===== src/rtl/mem_port_arbiter.sv =====
// mem_port_arbiter: shares one memory port between a fetch (I) and a data (D) requester, one transaction at a time.
// Ports: clk, rst (async, active-low); i_req/i_addr -> i_rdata/i_done; d_req/d_we/d_be/d_addr/d_wdata -> d_rdata/d_done;
//        m_req/m_we/m_be/m_addr/m_wdata command out, m_ack/m_rvalid/m_rdata from memory; busy = not idle.
module mem_port_arbiter #(
  parameter int AW = 32,
  parameter int DW = 32
) (
  input  logic            clk,
  input  logic            rst,
  input  logic            i_req,
  input  logic [AW-1:0]   i_addr,
  output logic [DW-1:0]   i_rdata,
  output logic            i_done,
  input  logic            d_req,
  input  logic            d_we,
  input  logic [DW/8-1:0] d_be,
  input  logic [AW-1:0]   d_addr,
  input  logic [DW-1:0]   d_wdata,
  output logic [DW-1:0]   d_rdata,
  output logic            d_done,
  output logic            m_req,
  output logic            m_we,
  output logic [DW/8-1:0] m_be,
  output logic [AW-1:0]   m_addr,
  output logic [DW-1:0]   m_wdata,
  input  logic            m_ack,
  input  logic            m_rvalid,
  input  logic [DW-1:0]   m_rdata,
  output logic            busy
);
  typedef enum logic [1:0] {IDLE, CMD, WAIT, DONE} state_t;
  state_t            state_q, state_d;
  logic              owner_q, owner_d;
  logic              last_q, last_d;
  logic              m_req_q, m_req_d;
  logic              m_we_q, m_we_d;
  logic [DW/8-1:0]   m_be_q, m_be_d;
  logic [AW-1:0]     m_addr_q, m_addr_d;
  logic [DW-1:0]     m_wdata_q, m_wdata_d;
  logic [DW-1:0]     rdata_q, rdata_d;
  logic              i_done_q, i_done_d;
  logic              d_done_q, d_done_d;
  logic              busy_q, busy_d;
  logic              grant_d;
  logic              resp;
  // owner/last encode 1 = D, 0 = I; a tie goes to whoever was not granted last
  assign grant_d = d_req & (~i_req | ~last_q);
  // a response counts only in WAIT, or in CMD together with the accept
  assign resp = m_rvalid & ((state_q == WAIT) | (state_q == CMD & m_ack));
  always_comb begin
    state_d   = state_q;
    owner_d   = owner_q;
    last_d    = last_q;
    m_req_d   = m_req_q;
    m_we_d    = m_we_q;
    m_be_d    = m_be_q;
    m_addr_d  = m_addr_q;
    m_wdata_d = m_wdata_q;
    rdata_d   = resp ? m_rdata : rdata_q;
    i_done_d  = resp & ~owner_q;
    d_done_d  = resp & owner_q;
    case (state_q)
      IDLE: if (i_req | d_req) begin
        state_d   = CMD;
        m_req_d   = 1'b1;
        owner_d   = grant_d;
        last_d    = grant_d;
        m_we_d    = grant_d & d_we;
        m_be_d    = grant_d ? d_be : '1;
        m_addr_d  = grant_d ? d_addr : i_addr;
        m_wdata_d = grant_d ? d_wdata : m_wdata_q;
      end
      CMD: if (m_ack) begin
        m_req_d = 1'b0;
        state_d = m_rvalid ? DONE : WAIT;
      end
      WAIT: state_d = m_rvalid ? DONE : WAIT;
      default: state_d = IDLE;
    endcase
    busy_d = state_d != IDLE;
  end
  always_ff @(posedge clk or negedge rst) begin
    if (!rst) begin
      state_q   <= IDLE;
      owner_q   <= 1'b0;
      last_q    <= 1'b0;
      m_req_q   <= 1'b0;
      m_we_q    <= 1'b0;
      m_be_q    <= '0;
      m_addr_q  <= '0;
      m_wdata_q <= '0;
      rdata_q   <= '0;
      i_done_q  <= 1'b0;
      d_done_q  <= 1'b0;
      busy_q    <= 1'b0;
    end else begin
      state_q   <= state_d;
      owner_q   <= owner_d;
      last_q    <= last_d;
      m_req_q   <= m_req_d;
      m_we_q    <= m_we_d;
      m_be_q    <= m_be_d;
      m_addr_q  <= m_addr_d;
      m_wdata_q <= m_wdata_d;
      rdata_q   <= rdata_d;
      i_done_q  <= i_done_d;
      d_done_q  <= d_done_d;
      busy_q    <= busy_d;
    end
  end
  assign m_req   = m_req_q;
  assign m_we    = m_we_q;
  assign m_be    = m_be_q;
  assign m_addr  = m_addr_q;
  assign m_wdata = m_wdata_q;
  assign i_rdata = rdata_q;
  assign d_rdata = rdata_q;
  assign i_done  = i_done_q;
  assign d_done  = d_done_q;
  assign busy    = busy_q;
endmodule


===== config.mk =====
export PLATFORM = sky130hd
export DESIGN_NAME = mem_port_arbiter
export DESIGN_NICKNAME = d
export VERILOG_FILES = /design/src/rtl/mem_port_arbiter.sv
export SDC_FILE = /design/constraint.sdc
export NUM_CORES = 1
export LEC_CHECK = 0
export CORE_AREA = 2 2 106 108
export DETAILED_ROUTE_END_ITERATION = 12
export DIE_AREA = 0 0 108 110
export DONT_BUFFER_PORTS = 1
export PLACE_DENSITY = 0.68
export RECOVER_POWER = 25
export SKIP_CTS_REPAIR_TIMING = 1
export SLEW_MARGIN = 20
export SYNTH_ARGS = -nofsm -noshare
export SYNTH_HDL_FRONTEND = slang
export SYNTH_SLANG_ARGS = --single-unit

===== constraint.sdc =====
create_clock -name clk -period 3.35 [get_ports clk]
set_input_delay 0.5025 -clock clk [delete_from_list [all_inputs] [get_ports clk]]
set_output_delay 0.5025 -clock clk [all_outputs]
set_load 0.005 [all_outputs]

# ---- Word-level counts from Yosys, hierarchy flattened
# Cells that the tools add are included.
dict set report totals {
  regBits 108
  latchBits 0
  ramBits 0
  rom_bits 0
  inputBits 139
  output_inout_bits 137
  wordCells 41
  n_memories 0
}
dict set report op_classes {
  n_addsub 0
  multipliers 0
  div_mod_pow 0
  magnitude_cmp 0
  n_eq_ne 4
  n_shift 0
  n_mux 9
  n_bitwise 11
  reduce_logical 6
}
# cell count
set op_table {}
lappend op_table {{$mux 32} 1}
lappend op_table {{$and 1x1->1} 6}
lappend op_table {{$pmux 2 s3} 1}
lappend op_table {{$reduce_and 3->1} 2}
lappend op_table {{$mux 2} 2}
lappend op_table {{$mux 4} 1}
lappend op_table {{$ne 2x2->1 const B} 2}
lappend op_table {{$reduce_bool 2->1} 2}
lappend op_table {{$mux 1} 3}
lappend op_table {{$or 1x1->1} 3}
lappend op_table {{$eq 2x1->1 const B} 1}
lappend op_table {{$eq 2x2->1 const B} 1}
lappend op_table {{$logic_not 2->1} 1}
lappend op_table {{$not 1->1} 2}
lappend op_table {{$pmux 1 s2} 1}
lappend op_table {{$reduce_and 2->1} 1}

# ---- Longest topological paths before layout
# Gate-level depths: netlist (run 1).
dict set report depth {
  depth_word 5
  ltp_mapped 6
  mapped_depth_nobuf 3
}

# ---- Worst setup path before layout (run 1)
# Ideal clock, no wire load.
dict set report synth_timing {
  path_kind {in2reg}
  from {input port d_req}
  to {register m_addr_q[10] (netlist: m_addr[10])}
  setup_time_ns 0.125
  arrival_ns 1.537
  required_ns 3.225
  slack_ns 1.688
  cell_stages 4
  n_path_buf 1
  cell_sequence {a21boi_4 -> buf_6 -> mux2_2 -> mux2_2}
}
dict set report synth_via {
  elab_chain_len 2
  elab_cells_between_ends 4
  cone_classes {mux (1); bitwise (2); reduce/logical (1)}
}
# item line_no
set synth_lines {}
lappend synth_lines {{start: declaration} 14} ;# input logic d_req,
lappend synth_lines {{$and 1x1->1 or $or 1x1->1 (tied branches)} {47, 63}}
lappend synth_lines {{$mux 32 or $reduce_and 2->1 (tied branches)} n/a}
lappend synth_lines {{end signal: assignment} 103} ;# m_addr_q <= m_addr_d;
lappend synth_lines {{end: declaration} 38} ;# logic [AW-1:0] m_addr_q, m_addr_d;
# Parallel ways exist; a longest one is shown, timed or not.
# A chain may end at the register's enable or synchronous reset.

# ---- Final worst setup path (run 1)
dict set report layout_timing {
  from {register state_q[0]}
  to {register rdata_q[4] (netlist: d_rdata[4])}
}
dict set report layout_via {
  elab_chain_len 4
  elab_cells_between_ends 5
  cone_classes {eq/ne (2); bitwise (3)}
}
# item line_no
set layout_lines {}
lappend layout_lines {{start: declaration} 32} ;# state_t state_q, state_d;
lappend layout_lines {{start signal: assignment} 97} ;# state_q <= state_d;
lappend layout_lines {{$eq 2x1->1} 49} ;# assign resp = m_rvalid & ((state_q == WAIT) | (state_q == CMD & m_ack));
lappend layout_lines {{$and 1x1->1} 49}
lappend layout_lines {{$or 1x1->1 *} 49}
lappend layout_lines {{$and 1x1->1 *} 49}
lappend layout_lines {{end signal: assignment} 105} ;# rdata_q <= rdata_d;
lappend layout_lines {{end: declaration} 40} ;# logic [DW-1:0] rdata_q, rdata_d;
# Every way passes the cells marked *; elsewhere a longest branch is shown, timed or not.

==> results of run 1 <==
==> state kept, by name (all words and copies together), names as in the netlist <==
register,count
d_rdata,32
m_addr,32
m_wdata,32
m_be,4
state_q,2
busy,1
d_done,1
i_done,1
last_q,1
m_req,1
m_we,1
==> power groups by stage <==
stage                     Combinational (mW)  Sequential, mW  Clock [mW]
after global placement                  1.65            2.69           0
after global routing                    1.93            2.78       0.798
after CTS                               1.73            2.69       0.736
final                                   1.74            2.67       0.709
after floorplan                         1.86            2.41           0
after detailed placement                1.73            2.70           0
==> per-layer routing <==
layer	GRT usage [%]	vias up	part of all wire [%]
met3	7.47	29	10
met1	24.5	1786	38
met2	32.3	189	49
met4	9.62	0	2.9
met5	0	-	0
li1	-	1640	-
==> how the worst min path moves through the flow <==
stage,cells after the start,end,slack (ns),from
global placement,0,d_rdata[14],0.21,rst
floorplan,0,busy,0.21,rst
detailed placement,0,d_rdata[18],0.21,rst
global route,1,d_rdata[14],0.08,rst
CTS,0,d_rdata[14],-0.20,rst
finish,1,d_rdata[14],0.02,rst
==> cell type report <==
class	count	area [um2]	area share, %
Tap cell	140	175	3.14
Timing Repair Buffer	9	87.6	1.57
Antenna cell	2	5.00	0.0898
Multi-Input combinational cell	312	2430	43.6
Inverter	2	7.51	0.135
Clock inverter	5	38.8	0.696
Sequential cell	108	2700	48.5
Clock buffer	10	128	2.29
==> cells by family (layout without fill, tap and decap cells) <==
group	Yosys count	in the layout	synth area share, %
AOI/OAI and AO/OA	108	108	13.9
buffers and inverters	73	26	8.58
DFF	108	108	48.1
muxes	96	96	19.5
other	0	2	0
and+or+nand+nor	108	108	9.92
==> cells in the mapped netlist, drive strengths merged <==
cell type	number	share of area, %
nor3	32	2.9
nand2	4	0.40
o221ai	1	0.16
clkbuf	14	0.94
o21ai	4	0.36
buf	57	7.5
a211oi	32	4.3
inv	2	0.13
a32o	1	0.18
a21boi	33	4.6
and2	1	0.11
and3	2	0.22
nor2b	1	0.11
dfrtp	108	48
mux2	96	19
o21a	1	0.13
o22ai	32	3.6
nand3	1	0.089
nor2	33	2.3
nand2b	34	3.8
o22a	4	0.62
==> impl_metrics.py, run 1 <==
metrics = {
    "power_and_ir_drop": {
        "p_leak_nw": 2.23,
        "clockPowerShare_pct": 13.8,
        "power-per-cell-area_mw_per_mm2": 919,
        "comb_power_share_pct": 34.0,
        "vdd_drop_max_mv": 0.390,
        "seq_power_share_pct": 52.2,
        "p_int_mw": 3.16,
        "p_total_mw": 5.12,
        "sw_power_mw": 1.97,
        "sw_frac_of_total_pct": 38.4,
    },
    "sta": {
        "fin_ws_ns": 1.19,
        "final_hold_viol_count": 0,
        "final.period_utilization_pct": 64.6,
        "clock_skew_ns": 0.00941,
        "worst_hold_slack_ns": 0.0219,
        "rsz0062_at_grt": "no",
        "max_slew_margin_pct": 56.9,
        "slew_violations": 0,
        "setup-violations-final": 0,
        "totalNegativeSetupSlack_ns": 0,
        "fmaxAchievable_mhz": 462,
        "worst_pin_slew_ns": 0.645,
        "timing.final.crit_period_ns": 2.16,
    },
    "final_layout": {
        "share_of_final_layout_standard_cells_stronger_than_drive_strength_1_pct": 27.4,
        "mostFrequentLayoutCell": "sky130_fd_sc_hd__dfrtp_1",
        "fin_cells": 588,
        "final_core_utilization_pct": 52.1,
        "final.fill_count": 949,
        "most-common-layout-cells": "sky130_fd_sc_hd__dfrtp_1, sky130_fd_sc_hd__mux2_2, sky130_fd_sc_hd__nand2b_1",
        "nets": 581,
        "area.growth.synth_to_final_pct": -0.713,
        "fin_area_mm2": 0.00557,
    },
    "floorplanning": {
        "io_pins": 276,
        "design.die.area_mm2": 0.0119,
        "dieWidth_um": 108,
        "core_area_mm2": 0.0107,
        "std_cell_rows": 38,
        "die_h_um": 110,
        "initial_core_util_pct": 52.5,
    },
    "worst_setup_path": {
        "worst_path_most_repeated_cell": "sky130_fd_sc_hd__buf_4",
        "setup.worst_path.class": "reg2reg",
        "critical_path.startpoint_type": "flop",
        "timing.critical_path.arrival_ns": 2.42,
        "setup.worst_path.end_class": "flop",
        "crit_end": "d_rdata[4]",
        "r2r.worst_path.cells": 5,
        "crit_path_start": "state_q[0]",
        "crit-reg2reg-capture": "d_rdata[4]",
        "critical_path.reg2reg.startpoint": "state_q[0]",
        "critical_path.max_stage_delay_ns": 0.61,
        "timing.critical_path.fanout_max": 28,
        "cp_top_family": "buffers and inverters",
        "cp_cell_sequence": "buf_4, nand2b_1, buf_4, o22ai_1, nor3_1",
        "critPathRequiredTime_ns": 3.61,
        "rrSetupSlack_ns": 1.19,
        "cp.depth": 5,
        "critical_path.slowest_cell": "sky130_fd_sc_hd__dfrtp_1",
        "cp_num_buf_inv": 2,
    },
    "cts": {
        "clock_tree_from_tritoncts": "yes",
        "tritoncts_num_sinks": 108,
        "worst_setup_hold_path_clk_slew_ns": 0.10,
        "worst_skew_pair.late_latency_ns": 0.36,
        "cts_inserted_buffers": 9,
        "cts_htree_levels": 3,
        "cts-root-buf": "sky130_fd_sc_hd__clkbuf_8",
        "max-clock-path-buffers": 2,
    },
    "place": {
        "post_dp_cell_area_mm2": 0.00538,
        "finalWeightedCongestion": 0.813,
        "numPlacedInstances": 570,
        "port_buffers": 0,
        "place_worst_setup_slack_ns": 1.26,
        "hpwlAfterDp_mm": 8.66,
    },
    "yosys": {
        "avgSynthCellArea_um2": 11.4,
        "mappedNetlistArea_mm2": 0.00561,
        "post_synthesis_net_count": 632,
        "yosys_warnings": 0,
        "ys_types": 28,
        "number_of_register_bits_inferred_by_synthesis": 108,
        "synth_sequential_area_ratio_pct": 48.1,
        "synthesis.instances": 493,
    },
    "drt": {
        "avgRoutedWirePerCell_um": 21.5,
        "final_antenna_net_count": 0,
        "drcViolationCount": 0,
        "drt_iter0_markers": 256,
        "post_drt_via_cell_ratio": 6.20,
        "vias": 3644,
        "drt_first_pass_iters": 4,
        "detail_route.wirelength_mm": 12.7,
    },
    "global_routing": {
        "grt_start_max_net_pins": 109,
        "initial_antenna_violation_count": 2,
        "grt.overflow.total": 0,
        "grt_pass1_vias": 3702,
        "grt_first_pass_wirelength_mm": 19.0,
        "grt_usage_pct": 20.3,
    },
    "flow_run": {
        "maxCapViolCount": 0,
    },
    "min_path": {
        "hold_class": "in2async",
    },
    "outcome": {
        "status": "completed",
    },
}
Note: power is estimated with default switching activity, not from simulation.
==> inputs of run 2 (changes only) <==
==> constraint.sdc (replaced) <==
create_clock -name clk -period 2.1 [get_ports clk]
set_input_delay 0.315 -clock clk [delete_from_list [all_inputs] [get_ports clk]]
set_output_delay 0.315 -clock clk [all_outputs]
set_load 0.005 [all_outputs]
==> impl_metrics.py, run 2 (same netlist as run 1, synthesis figures left out) <==
metrics = {
    "outcome": {
        "status": "complete, but fails checks",
        "failed_checks": "negative hold slack",
    },
    "worst_setup_path": {
        "setup.worst_path.end_class": "flop",
        "timing.critical_path.arrival_ns": 1.98,
        "timing.critical_path.fanout_max": 17,
        "setup.worst_path.class": "reg2reg",
        "cp_cell_sequence": "and2_1, buf_4, a211oi_1, nor3_1",
        "critical_path.startpoint_type": "flop",
        "critical_path.slowest_cell": "sky130_fd_sc_hd__and2_1",
        "cp_num_buf_inv": 1,
        "critical_path.max_stage_delay_ns": 0.54,
        "critPathRequiredTime_ns": 2.37,
        "cp_top_family": "simple AND/OR/NAND/NOR gates",
    },
    "floorplanning": {
        "die_h_um": 110,
        "std_cell_rows": 38,
        "design.die.area_mm2": 0.0119,
        "dieWidth_um": 108,
        "io_pins": 276,
        "initial_core_util_pct": 52.5,
        "core_area_mm2": 0.0107,
    },
    "sta": {
        "final_hold_viol_count": 108,
        "worst_pin_slew_ns": 0.634,
        "slew_violations": 0,
        "fmaxAchievable_mhz": 584,
        "totalNegativeSetupSlack_ns": 0,
        "clock_skew_ns": 0.0164,
        "timing.final.crit_period_ns": 1.71,
        "max_slew_margin_pct": 57.7,
        "setup-violations-final": 0,
        "final.period_utilization_pct": 81.5,
        "worst_hold_slack_ns": -0.377,
        "rsz0062_at_grt": "no",
    },
    "final_layout": {
        "fin_area_mm2": 0.00563,
        "fin_cells": 590,
        "final.fill_count": 913,
        "mostFrequentLayoutCell": "sky130_fd_sc_hd__dfrtp_1",
        "sequential_cell_area_mm2": 0.00270,
        "nets": 583,
        "share_of_final_layout_standard_cells_stronger_than_drive_strength_1_pct": 27.8,
        "most-common-layout-cells": "sky130_fd_sc_hd__dfrtp_1, sky130_fd_sc_hd__mux2_2, sky130_fd_sc_hd__nand2b_1",
        "final_core_utilization_pct": 52.7,
        "area.growth.synth_to_final_pct": 0.357,
        "multiInputGateArea_mm2": 0.00243,
    },
    "global_routing": {
        "grt.overflow.total": 0,
        "grt_pass1_vias": 3706,
        "grt_start_max_net_pins": 109,
        "grt_first_pass_wirelength_mm": 19.5,
        "grt_usage_pct": 21.0,
        "initial_antenna_violation_count": 1,
    },
    "min_path": {
        "hold_class": "in2async",
    },
    "power_and_ir_drop": {
        "p_int_mw": 5.24,
        "power-per-cell-area_mw_per_mm2": 1490,
        "comb_power_share_pct": 34.1,
        "seq_power_share_pct": 50.1,
        "clockPowerShare_pct": 15.7,
        "vdd_drop_max_mv": 0.602,
        "sw_power_mw": 3.18,
        "p_leak_nw": 2.26,
        "sw_frac_of_total_pct": 37.8,
    },
    "place": {
        "numPlacedInstances": 573,
        "port_buffers": 0,
        "finalWeightedCongestion": 0.827,
        "hpwlAfterDp_mm": 8.68,
        "post_dp_cell_area_mm2": 0.00542,
    },
    "cts": {
        "max-clock-path-buffers": 2,
        "worst_setup_hold_path_clk_slew_ns": 0.11,
        "worst_skew_pair.late_latency_ns": 0.37,
        "cts_inserted_buffers": 9,
        "tritoncts_num_sinks": 108,
        "cts_htree_levels": 3,
        "cts-root-buf": "sky130_fd_sc_hd__clkbuf_8",
        "clock_tree_from_tritoncts": "yes",
    },
    "drt": {
        "detail_route.wirelength_mm": 12.8,
        "vias": 3654,
        "final_antenna_net_count": 0,
        "drcViolationCount": 0,
        "avgRoutedWirePerCell_um": 21.6,
        "drt_iter0_markers": 296,
        "post_drt_via_cell_ratio": 6.19,
        "drt_first_pass_iters": 4,
    },
    "flow_run": {
        "maxCapViolCount": 0,
    },
}
## run 2: path summary, 6_finish.rpt
path / start / end / slack (ns) / cells past startpoint
setup / recovery: state_q[0] / d_rdata[7] / 0.39 / 4
hold / removal: rst / d_rdata[18] / -0.38 / 0
setup reg to reg: state_q[0] / d_rdata[7] / 0.39 / 4
hold reg to reg: m_wdata[8] / m_wdata[8] / 0.55 / 1
max in group asynchronous: rst / m_wdata[30] / 2.23 / 0
min in group clk: d_be[0] / m_be[0] / 0.07 / 1
## run 2: final cells by class
cell class,count,share of cell area [%]
well taps,140,3.11
flip-flops and latches,108,48.0
diodes,1,0.0444
multi-input cells,312,43.1
clock inverters,6,1.44
inverters,2,0.133
repair buffers,11,1.91
clock buffers,10,2.27
## run 2: per-layer routing
layer	up-vias	routed length [um]	track usage, %
li1	1644	-	-
met1	1814	5060	26.5
met2	176	6280	33.3
met3	20	1170	7.41
met4	0	245	8.42
met5	-	0	0
## run 2: through the flow
step / worst slack (ns) / power (mW)
after detailed placement: 0.403 / 7.15
after floorplan: 0.541 / 6.82
after global routing: 0.239 / 9.06
final: 0.389 / 8.42
after global placement: 0.461 / 6.99
after CTS: 0.388 / 8.50
## run 2: power groups by stage
stage	registers (mW)	clock network, mW	logic (mW)
after global routing	4.40	1.46	3.21
after floorplan	3.85	0	2.97
final	4.22	1.32	2.87
after CTS	4.24	1.37	2.88
after detailed placement	4.26	0	2.89
after global placement	4.24	0	2.74
